## src/rtl/program_loader.sv

```systemverilog
// Purpose: receives a framed host byte stream (length, payload, checksum) and loads it into the relay computer memory.
// Latency: loadMem rises on the edge that accepts a good checksum; cpu_run rises on the edge after loadMemComplete.
// Backpressure: in_ready is high only in RX_LEN/RX_DATA/RX_SUM; the host holds its byte otherwise.
module program_loader #(
  parameter int          MEM_BYTES = 15,
  parameter logic [7:0]  FILL      = 8'h00,
  parameter int          TIMEOUT   = 255
) (
  input  logic                   clock,
  input  logic                   reset,
  input  logic                   start,
  input  logic [7:0]             in_data,
  input  logic                   in_valid,
  output logic                   in_ready,
  output logic [MEM_BYTES*8-1:0] initial_memory,
  output logic                   loadMem,
  input  logic                   loadMemComplete,
  output logic                   cpu_run,
  output logic                   busy,
  output logic                   error,
  output logic [1:0]             err_code,
  output logic [3:0]             byte_count
);

  localparam int         TW      = $clog2(TIMEOUT + 1);
  localparam logic [7:0] MAX_LEN = 8'(MEM_BYTES);
  localparam logic [TW-1:0] T_LAST = TW'(TIMEOUT - 1);

  typedef enum logic [2:0] {
    IDLE, RX_LEN, RX_DATA, RX_SUM, LOAD, RUN, ERROR
  } state_t;

  state_t        state_q, state_d;
  logic [7:0]    img_q [MEM_BYTES];
  logic [7:0]    img_d [MEM_BYTES];
  logic [3:0]    len_q, len_d;
  logic [3:0]    cnt_q, cnt_d;
  logic [7:0]    sum_q, sum_d;
  logic [TW-1:0] timer_q, timer_d;
  logic [1:0]    err_q, err_d;
  logic          load_q, load_d;
  logic          run_q, run_d;
  logic          busy_q, busy_d;
  logic          error_q, error_d;
  logic          xfer;

  // in_ready is decoded straight from the state so the host sees it in the same cycle
  always_comb begin
    in_ready = (state_q == RX_LEN) || (state_q == RX_DATA) || (state_q == RX_SUM);
    xfer     = in_valid && in_ready;
  end

  // next-state and datapath updates for the frame receiver and load handshake
  always_comb begin
    state_d = state_q;
    img_d   = img_q;
    len_d   = len_q;
    cnt_d   = cnt_q;
    sum_d   = sum_q;
    timer_d = timer_q;
    err_d   = err_q;
    load_d  = load_q;
    case (state_q)
      IDLE, RUN, ERROR: begin
        if (start) begin
          state_d = RX_LEN;
          err_d   = 2'd0;
          cnt_d   = 4'd0;
          sum_d   = 8'd0;
          len_d   = 4'd0;
          load_d  = 1'b0;
          for (int i = 0; i < MEM_BYTES; i++) img_d[i] = FILL;
        end
      end
      RX_LEN: begin
        if (xfer) begin
          if (in_data != 8'd0 && in_data <= MAX_LEN) begin
            len_d   = in_data[3:0];
            state_d = RX_DATA;
          end else begin
            err_d   = 2'd1;
            state_d = ERROR;
          end
        end
      end
      RX_DATA: begin
        if (xfer) begin
          img_d[cnt_q] = in_data;
          cnt_d        = cnt_q + 4'd1;
          sum_d        = sum_q + in_data;
          // the length check guarantees the count stops exactly at len
          if (cnt_q + 4'd1 == len_q) state_d = RX_SUM;
        end
      end
      RX_SUM: begin
        if (xfer) begin
          if (in_data == sum_q) begin
            state_d = LOAD;
            load_d  = 1'b1;
            timer_d = '0;
          end else begin
            err_d   = 2'd2;
            state_d = ERROR;
          end
        end
      end
      LOAD: begin
        // an acknowledgement in the final timer cycle still counts as success
        if (loadMemComplete) begin
          load_d  = 1'b0;
          state_d = RUN;
        end else if (timer_q == T_LAST) begin
          load_d  = 1'b0;
          err_d   = 2'd3;
          state_d = ERROR;
        end else begin
          timer_d = timer_q + 1'b1;
        end
      end
      default: state_d = IDLE;
    endcase
    run_d   = (state_d == RUN);
    error_d = (state_d == ERROR);
    busy_d  = (state_d == RX_LEN) || (state_d == RX_DATA) ||
              (state_d == RX_SUM) || (state_d == LOAD);
  end

  // state register with synchronous active-low reset
  always_ff @(posedge clock) begin
    if (!reset) begin
      state_q <= IDLE;
      for (int i = 0; i < MEM_BYTES; i++) img_q[i] <= FILL;
      len_q   <= 4'd0;
      cnt_q   <= 4'd0;
      sum_q   <= 8'd0;
      timer_q <= '0;
      err_q   <= 2'd0;
      load_q  <= 1'b0;
      run_q   <= 1'b0;
      busy_q  <= 1'b0;
      error_q <= 1'b0;
    end else begin
      state_q <= state_d;
      img_q   <= img_d;
      len_q   <= len_d;
      cnt_q   <= cnt_d;
      sum_q   <= sum_d;
      timer_q <= timer_d;
      err_q   <= err_d;
      load_q  <= load_d;
      run_q   <= run_d;
      busy_q  <= busy_d;
      error_q <= error_d;
    end
  end

  // flatten the image so byte k sits at bits [8k +: 8]
  always_comb begin
    initial_memory = '0;
    for (int i = 0; i < MEM_BYTES; i++) initial_memory[i*8 +: 8] = img_q[i];
  end

  assign loadMem    = load_q;
  assign cpu_run    = run_q;
  assign busy       = busy_q;
  assign error      = error_q;
  assign err_code   = err_q;
  assign byte_count = cnt_q;

endmodule

```

## config.mk

```make
export PLATFORM = sky130hd
export DESIGN_NAME = program_loader
export DESIGN_NICKNAME = d
export VERILOG_FILES = /design/src/rtl/program_loader.sv
export SDC_FILE = /design/constraint.sdc
export NUM_CORES = 1
export LEC_CHECK = 0
export ABC_AREA = 0
export CAP_MARGIN = 20
export CORE_MARGIN = 4
export CORE_UTILIZATION = 38
export DETAILED_ROUTE_END_ITERATION = 10
export SLEW_MARGIN = 10
export SYNTH_ARGS = -nofsm -noshare
export SYNTH_HDL_FRONTEND = slang
export SYNTH_SLANG_ARGS = --single-unit
```

## constraint.sdc

```tcl
create_clock -name clock -period 6.28 [get_ports clock]
set_input_delay 0.628 -clock clock [delete_from_list [all_inputs] [get_ports clock]]
set_output_delay 0.628 -clock clock [all_outputs]
set_load 0.05 [all_outputs]
```

### Word-level counts from Yosys, hierarchy flattened

Cells that the tools add are included.

* $add $sub $neg: 3
* multiply operators: 0
* divide/modulo/power cells: 0
* order comparisons: 3
* equal/unequal tests: 27
* shifts and indexed selects: 0
* mux-type cells: 44
* bitwise logic cells: 1
* reduce and logical (&&, ||, !) cells: 21

Operator list (count)
* $mux 120: 2
* $pmux 120 s2: 1
* $bwmux 120: 1
* $mux 8: 7
* $demux 8 s4: 1
* $pmux 8 s2: 2
* $mux 3: 8
* $eq 3x3->1 const B: 6
* $ne 2x2->1 const B: 9
* $mux 2: 8
* $mux 4: 4
* $pmux 4 s2: 2
* $pmux 3 s5: 1
* $eq 3x2->1 const B: 4
* $reduce_and 5->1: 2
* $add 8x1->8 const B: 1
* $add 8x8->8: 1
* $eq 8x8->1: 1
* $eq 8x8->1 const B: 1
* $le 8x4->1 const B: 1
* $pmux 2 s4: 1
* $reduce_and 8->1: 1
* $reduce_bool 8->1: 1
* $eq 3x1->1 const B: 2
* 18 further kinds: 31

* flip-flop bits (word level): 153
* latch bits: 0
* memory bits (writable): 0
* bits in read-only memories: 0
* bits of input ports: 13
* output and inout port bits: 131
* logic and storage cells: 124
* memories kept: 0

### Depth between registers and ports, before layout

Gate-level depths: netlist of run 1.

* depth after elaboration: 10
* mapped depth: 8
* depth with buffers taken out: 7

### Worst setup path before layout of run 1

No wires, ideal clock.

* path type: input -> register
* start: in in_data[5]
* end: reg timer_q[7]
* library setup time: 0.070 ns
* arrival time: 2.408 ns
* required time: 6.210 ns
* path slack: 3.801 ns
* stages: 6
* buffers on the path: 0
* cells stage by stage: ha_1 -> or4_4 -> nor3_4 -> a31oi_2 -> or4_1 -> a21oi_1

* word-level cells in the longest chain between the ends: 3

Ends and longest elaborated chain
* start, declared: RTL line 12 `input logic [7:0] in_data,`
* $eq 8x8->1: RTL line 97 `if (in_data == sum_q) begin`
* $ne 2x1->1 (no line)
* $reduce_and 5->1 (no line)
* end signal, assigned: RTL line 148 `timer_q <= timer_d;`
* end, declared: RTL line 39 `logic [TW-1:0] timer_q, timer_d;`

Every way passes these cells.
A chain may end at the register's enable or synchronous reset.

### Worst setup path after layout of run 1

* start: in in_valid
* end: reg img_q (netlist bit initial_memory[26])

* word-level cells in the longest chain between the ends: 3

Ends and longest elaborated chain
* start, declared: RTL line 13 `input logic in_valid,`
* $logic_and 1x1->1: RTL line 50 `xfer = in_valid && in_ready;`
* $ne 2x2->1 (no line)
* $reduce_and 3->1 (no line)
* end signal, assigned: RTL line 144 `img_q <= img_d;`
* end, declared: RTL line 34 `logic [7:0] img_q [MEM_BYTES];`

Every way passes these cells.

==> results.toml, run 1 <==
[status]
status = "finished clean"

[floorplanning]
fp-row-count = 48
dieHeight_um = 140
pin_count = 144
die_area_sq_um = 19700
start_util = 0.385
core-area_sq_um = 17200
die_w_um = 140

[clock_network]
cts.sinks = 153
cts_max_path_buffers = 2
path_clk_slew_ns = 0.06
postCtsSetupBuffers = 0
htreeDepth = 4
cts-resized-gates = 0
clk_latency_ns = 0.42
cts-buffers-inserted = 17
tritoncts = "yes"
root_buffer = "clkbuf_16"
holdBufCountCts = 0

[finish]
seq_area_sq_um = 3060
nets = 961
layout-drive-gt1-share = 0.0444
fin_area_sq_um = 8680
fillCellCount = 1669
antennaDiodeCount = 0
area_growth_pct = 30.8
multiInputGateArea_sq_um = 3250

[grt]
gr-usage-met2 = 0.300
grt_pass1_vias = 5651
grt.met3_usage = 0.0495
antenna_found_initial = 0
grt_max_degree = 81
grt_usage = 0.202
grt_overflow = 0
top_usage_layer = "met2"
grt_pass1_wl_um = 31900
grtUsageMet1 = 0.291

[setup_path]
cp-end-kind = "flop"
crit_path_start_kind = "input pin"
worst-path-max-fanout = 19
crit_type = "in -> reg"
critPathArrivalTime_ns = 3.25
cp.required_ns = 6.62

[pwr]
power.density_nw_per_um2 = 262
ir_drop_v = 0.000195
p_leak_uw = 0.00290

[drt]
firstDrtPassIters = 4
wl_per_cell_um = 17.3
viasPerCell = 5.35
detail_route.iter0.violations = 401
wl_um = 20300
postRouteAntennaNets = 0
dr_total_vias = 6265
route.detailed.drc = 0

[timing]
hold_violations = 0
max-slew-margin-rel = 0.326
fin_crit_sh = 0.463
setup_tns_ns = 0
fin_skew_ns = 0.00627
worst_slack_ns = 3.37
rsz0062_at_grt = "no"
tightest_slew_ns = 1.01
layout_min_cycle_time_ns = 2.91
drv_slew = 0
max_clock_freq_mhz = 344
setup_viol = 0

[placed_design]
detailed_place_hpwl_um = 12700
globalplace.congestion = 0.776
placed_cell_area_sq_um = 8090
place_ws_ns = 2.98
port_buffers = 143

[synth]
synthCells = 840
synth_nets = 867
synth_cell_type_count = 54
postSynthAreaPerCell_sq_um = 7.90
synth_ff_type = "dfxtp_1"
synth_edf_count = 0
seq_area_frac_synth = 0.461
synthArstFlopShare = 0
syn-cell-area_sq_um = 6640
ys_ff_latch = 153
synth.yosys.warnings = 0

[run]
cap_viol_max_count = 0

[min_path]
hold_path_class = "reg -> reg"
==> where the power goes <==
part	switching (uW)	internal [uW]	leakage [uW]	total, uW
combinational	178	66.4	0.00136	245
sequential	13.5	982	0.00123	995
clock	419	613	0.000297	1030
total	610	1660	0.00290	2270
==> state kept, by name, indices dropped and copies added (netlist names) <==
register        cells
error               1
byte_count          4
err_code            2
initial_memory    120
state_q             3
timer_q             8
busy                1
cpu_run             1
sum_q               8
len_q               4
loadMem             1
==> synthesized netlist by cell type (4+ instances only) <==
library cell / n / share of area
or3_1: 9 / 0.0085
or4_1: 4 / 0.0045
inv_1: 7 / 0.0040
nand3_1: 10 / 0.0075
nor2b_1: 6 / 0.0057
mux2i_1: 5 / 0.0075
a21oi_1: 138 / 0.10
xnor2_1: 7 / 0.0092
xor2_1: 4 / 0.0053
o21ai_0: 57 / 0.043
a22oi_1: 7 / 0.0079
nor2_1: 48 / 0.027
and3_1: 6 / 0.0057
nand2_1: 136 / 0.077
dfxtp_1: 153 / 0.46
nor3_1: 4 / 0.0030
and2_1: 26 / 0.024
ha_1: 13 / 0.024
nand2b_1: 6 / 0.0057
o21ai_1: 76 / 0.057
clkbuf_1: 50 / 0.028
buf_2: 20 / 0.015
a31oi_1: 5 / 0.0047
==> per-layer routing <==
metal  wire length [um]  vias up  share of wire
li1                   -     3104              -
met1               9430     2948           0.47
met2               9120      185           0.45
met3               1410       28          0.070
met4                310        0          0.015
met5                  0        -              0
==> worst max-delay path, cell delays in order <==
cell             delay (ns)
clkdlybuf4s50_1        0.61
nor2b_1                0.26
and2_1                 0.56
and2_1                 0.89
nand2_1                0.13
a21oi_1                0.17
==> per-stage QoR <==
| step | cells | power [uW] | utilization | hold slack (ns) |
|---|---|---|---|---|
| 6_report | 1172 | 2270 | 0.504 | 0.473 |
| 5_1_grt | 1172 | 2350 | 0.504 | 0.493 |
| 4_1_cts | 1172 | 2290 | 0.504 | 0.476 |
| 3_5_place_dp | 1140 | 1260 | 0.469 | 0.466 |
| 3_3_place_gp | 1140 | 1260 | 0.469 | 0.461 |
| 2_1_floorplan | 840 | 1190 | - | 0.448 |
==> final cells by class <==
cell class / count / area share
clock buffer: 20 / 0.0526
clock inverter: 12 / 0.0160
inverter: 8 / 0.00375
multi-input combinational: 607 / 0.374
sequential: 153 / 0.353
tap: 225 / 0.0324
timing repair buffer: 147 / 0.168
==> logic make-up after synthesis <==
logic type      synth area share
flops                      0.461
compound gates             0.255
xor+xnor                  0.0145
simple gates               0.185
buf+inv                   0.0496
fa+ha+maj                 0.0275
mux                      0.00754
==> cells in the final DEF (no fill, tap or decap), types with 2 or more instances in the layout <==
| cell | instances |
|---|---|
| dfxtp_1 | 153 |
| clkdlybuf4s50_1 | 143 |
| a21oi_1 | 138 |
| nand2_1 | 136 |
| o21ai_1 | 76 |
| o21ai_0 | 57 |
| nor2_1 | 48 |
| and2_1 | 26 |
| clkbuf_16 | 17 |
| ha_1 | 13 |
| nand3_1 | 10 |
| or3_1 | 9 |
| inv_1 | 7 |
| a22oi_1 | 7 |
| xnor2_1 | 7 |
| nor2b_1 | 6 |
| nand2b_1 | 6 |
| and3_1 | 6 |
| a31oi_1 | 5 |
| mux2i_1 | 5 |
| xor2_1 | 4 |
| nor3_1 | 4 |
| or4_1 | 4 |
| buf_4 | 4 |
| o211ai_1 | 3 |
| o31ai_1 | 3 |
| a21o_1 | 3 |
| a311oi_1 | 3 |
| clkinv_2 | 3 |
| inv_6 | 3 |
| clkinv_4 | 3 |
| and3b_1 | 2 |
| o21bai_1 | 2 |
| a221oi_1 | 2 |
| nand3b_1 | 2 |
| clkbuf_8 | 2 |
| bufinv_16 | 2 |
==> path summary, 6_finish.rpt <==
path,cells past startpoint,endpoint,slack [ns],from
worst max register to register,6,initial_memory[26]$_SDFFE_PN0P_,3.51,state_q[1]$_SDFF_PN0_
worst min register to register,2,initial_memory[80]$_SDFFE_PN0P_,0.47,initial_memory[80]$_SDFFE_PN0P_
worst max-delay path,6,initial_memory[26]$_SDFFE_PN0P_,3.37,in_valid
worst min-delay path,2,initial_memory[80]$_SDFFE_PN0P_,0.47,initial_memory[80]$_SDFFE_PN0P_
Power figures use the tool's default switching activity.
==> inputs of run 2 (changes only) <==
==> constraint.sdc (replaced) <==
create_clock -name clock -period 2.85 [get_ports clock]
set_input_delay 0.285 -clock clock [delete_from_list [all_inputs] [get_ports clock]]
set_output_delay 0.285 -clock clock [all_outputs]
set_load 0.05 [all_outputs]
==> run 2 against run 1 <==
  * Sequential power grew 120%
  * Combinational power grew 140%
  * Wire length grew 1.4%
  * Clock power grew 110%
  * Critical endpoint is now in_ready
==> results.toml, run 2 (synthesis gave the netlist of run 1 again) <==
[drt]
wl_um = 20600
detail_route.iter0.violations = 446
wl_per_cell_um = 17.2
firstDrtPassIters = 5
route.detailed.drc = 0
dr_total_vias = 6295
viasPerCell = 5.26
postRouteAntennaNets = 0

[setup_path]
cp.required_ns = 2.57
cp-end-kind = "primary output"
crit_cells = 4
crit_type = "reg -> out"
crit_path_start_kind = "flop"
crit_end = "in_ready"
crit_start = "state_q[1]$_SDFF_PN0_"
reg2reg_slack_ns = 0.38
r2r-start = "state_q[1]$_SDFF_PN0_"
worstReg2RegEnd = "initial_memory[78]$_SDFFE_PN0P_"
cpMaxStageDelayCell = "clkdlybuf4s50_1"
slowest_delay_ns = 0.81
worst_path_most_repeated_cell = "nor2_1"
cp_top_family = "buffers and inverters"
worst-path-max-fanout = 16
r2r_cells = 5
crit_chain = "buf_4 -> nor2_1 -> nor2_1 -> clkdlybuf4s50_1"
crit_buf_inv = 2
critPathArrivalTime_ns = 2.20

[clock_network]
postCtsSetupBuffers = 0
cts-buffers-inserted = 17
holdBufCountCts = 0
root_buffer = "clkbuf_16"
path_clk_slew_ns = 0.06
cts-resized-gates = 0
tritoncts = "yes"
htreeDepth = 4
cts.sinks = 153
cts_max_path_buffers = 2
clk_latency_ns = 0.43

[grt]
grt_pass1_wl_um = 32800
grt_pass1_vias = 5841
antenna_found_initial = 0
grt_usage = 0.207
grt_max_degree = 117
grt_overflow = 0

[pwr]
total_power_uw = 4980
power.density_nw_per_um2 = 555
ir_drop_v = 0.000504
p_leak_uw = 0.00304

[timing]
fin_skew_ns = 0.00875
rsz0062_at_grt = "no"
tightest_slew_ns = 0.887
fin_crit_sh = 0.871
hold_violations = 0
max_clock_freq_mhz = 403
drv_slew = 0
max-slew-margin-rel = 0.409
setup_tns_ns = 0
whs_ns = 0.476
setup_viol = 0
layout_min_cycle_time_ns = 2.48

[finish]
largest_reg_flops = 120
finalCoreUtilization = 0.520
fillCellCount = 1661
nets = 986
antennaDiodeCount = 0
seq_area_sq_um = 3060
multiInputGateArea_sq_um = 3250
final_common_cell = "dfxtp_1"
area_growth_pct = 35.0
layout-drive-gt1-share = 0.0689
layout_common_cells = "dfxtp_1 (153), clkdlybuf4s50_1 (143), a21oi_1 (138)"

[placed_design]
port_buffers = 143
detailed_place_hpwl_um = 13000
globalplace.congestion = 0.862

[floorplanning]
core-area_sq_um = 17200
fp-row-count = 48
die_area_sq_um = 19700
dieHeight_um = 140
pin_count = 144
die_w_um = 140
start_util = 0.385

[status]
status = "finished clean"

[run]
cap_viol_max_count = 0

[min_path]
hold_path_class = "reg -> reg"
## run 2: layer usage
layer,up-vias,part of all wire,GRT usage
li1,3159,-,-
met4,0,0.012,0.0586
met3,18,0.057,0.0478
met1,2948,0.48,0.300
met2,170,0.45,0.307
met5,-,0,0
## run 2: worst min-delay path: cells and delay by family, from the launching register on
family | cells | cell delay (ns)
flops | 1 | 0.31
compound gates | 2 | 0.12
## run 2: worst min-delay path by stage
stage	start	to	slack, ns	cells past startpoint
floorplan	reset	state_q[2]$_SDFF_PN0_	0.41	2
global placement	initial_memory[102]$_SDFFE_PN0P_	initial_memory[102]$_SDFFE_PN0P_	0.46	2
detailed placement	initial_memory[102]$_SDFFE_PN0P_	initial_memory[102]$_SDFFE_PN0P_	0.47	2
CTS	initial_memory[102]$_SDFFE_PN0P_	initial_memory[102]$_SDFFE_PN0P_	0.47	2
global route	initial_memory[22]$_SDFFE_PN0P_	initial_memory[22]$_SDFFE_PN0P_	0.49	2
finish	initial_memory[102]$_SDFFE_PN0P_	initial_memory[102]$_SDFFE_PN0P_	0.48	2
## run 2: power breakdown
part | switching [uW] | leakage, uW | internal, uW
Sequential | 31.0 | 0.00123 | 2160
Combinational | 401 | 0.00152 | 184
Clock | 976 | 0.000278 | 1220
Total | 1410 | 0.00304 | 3570
## run 2: cell type report
| class | instances | share of cell area |
|---|---|---|
| inverter | 8 | 0.00363 |
| clock inverter | 14 | 0.0149 |
| sequential | 153 | 0.342 |
| clock buffer | 18 | 0.0479 |
| tap | 225 | 0.0314 |
| multi-input combinational | 607 | 0.363 |
| timing repair buffer | 172 | 0.198 |
## run 2: metrics by stage
| step | instance area [sq um] | setup WS (ns) | instances |
|---|---|---|---|
| finish | 8960 | 0.368 | 1197 |
| detailed placement | 8400 | -0.00920 | 1165 |
| global placement | 8400 | 0.0375 | 1165 |
| floorplan | 6640 | 0.714 | 840 |
| CTS | 8960 | 0.339 | 1197 |
| global route | 8960 | 0.0994 | 1197 |
==> inputs of run 3 (changes only) <==
--- a/config.mk
+++ b/config.mk
@@ -10,6 +10,7 @@
 export CORE_MARGIN = 4
 export CORE_UTILIZATION = 38
 export DETAILED_ROUTE_END_ITERATION = 10
+export GPL_ROUTABILITY_DRIVEN = 0
 export SLEW_MARGIN = 10
 export SYNTH_ARGS = -nofsm -noshare
 export SYNTH_HDL_FRONTEND = slang
==> results of run 3 <==
No change in the layout: final DEF, timing and power equal those of run 2.
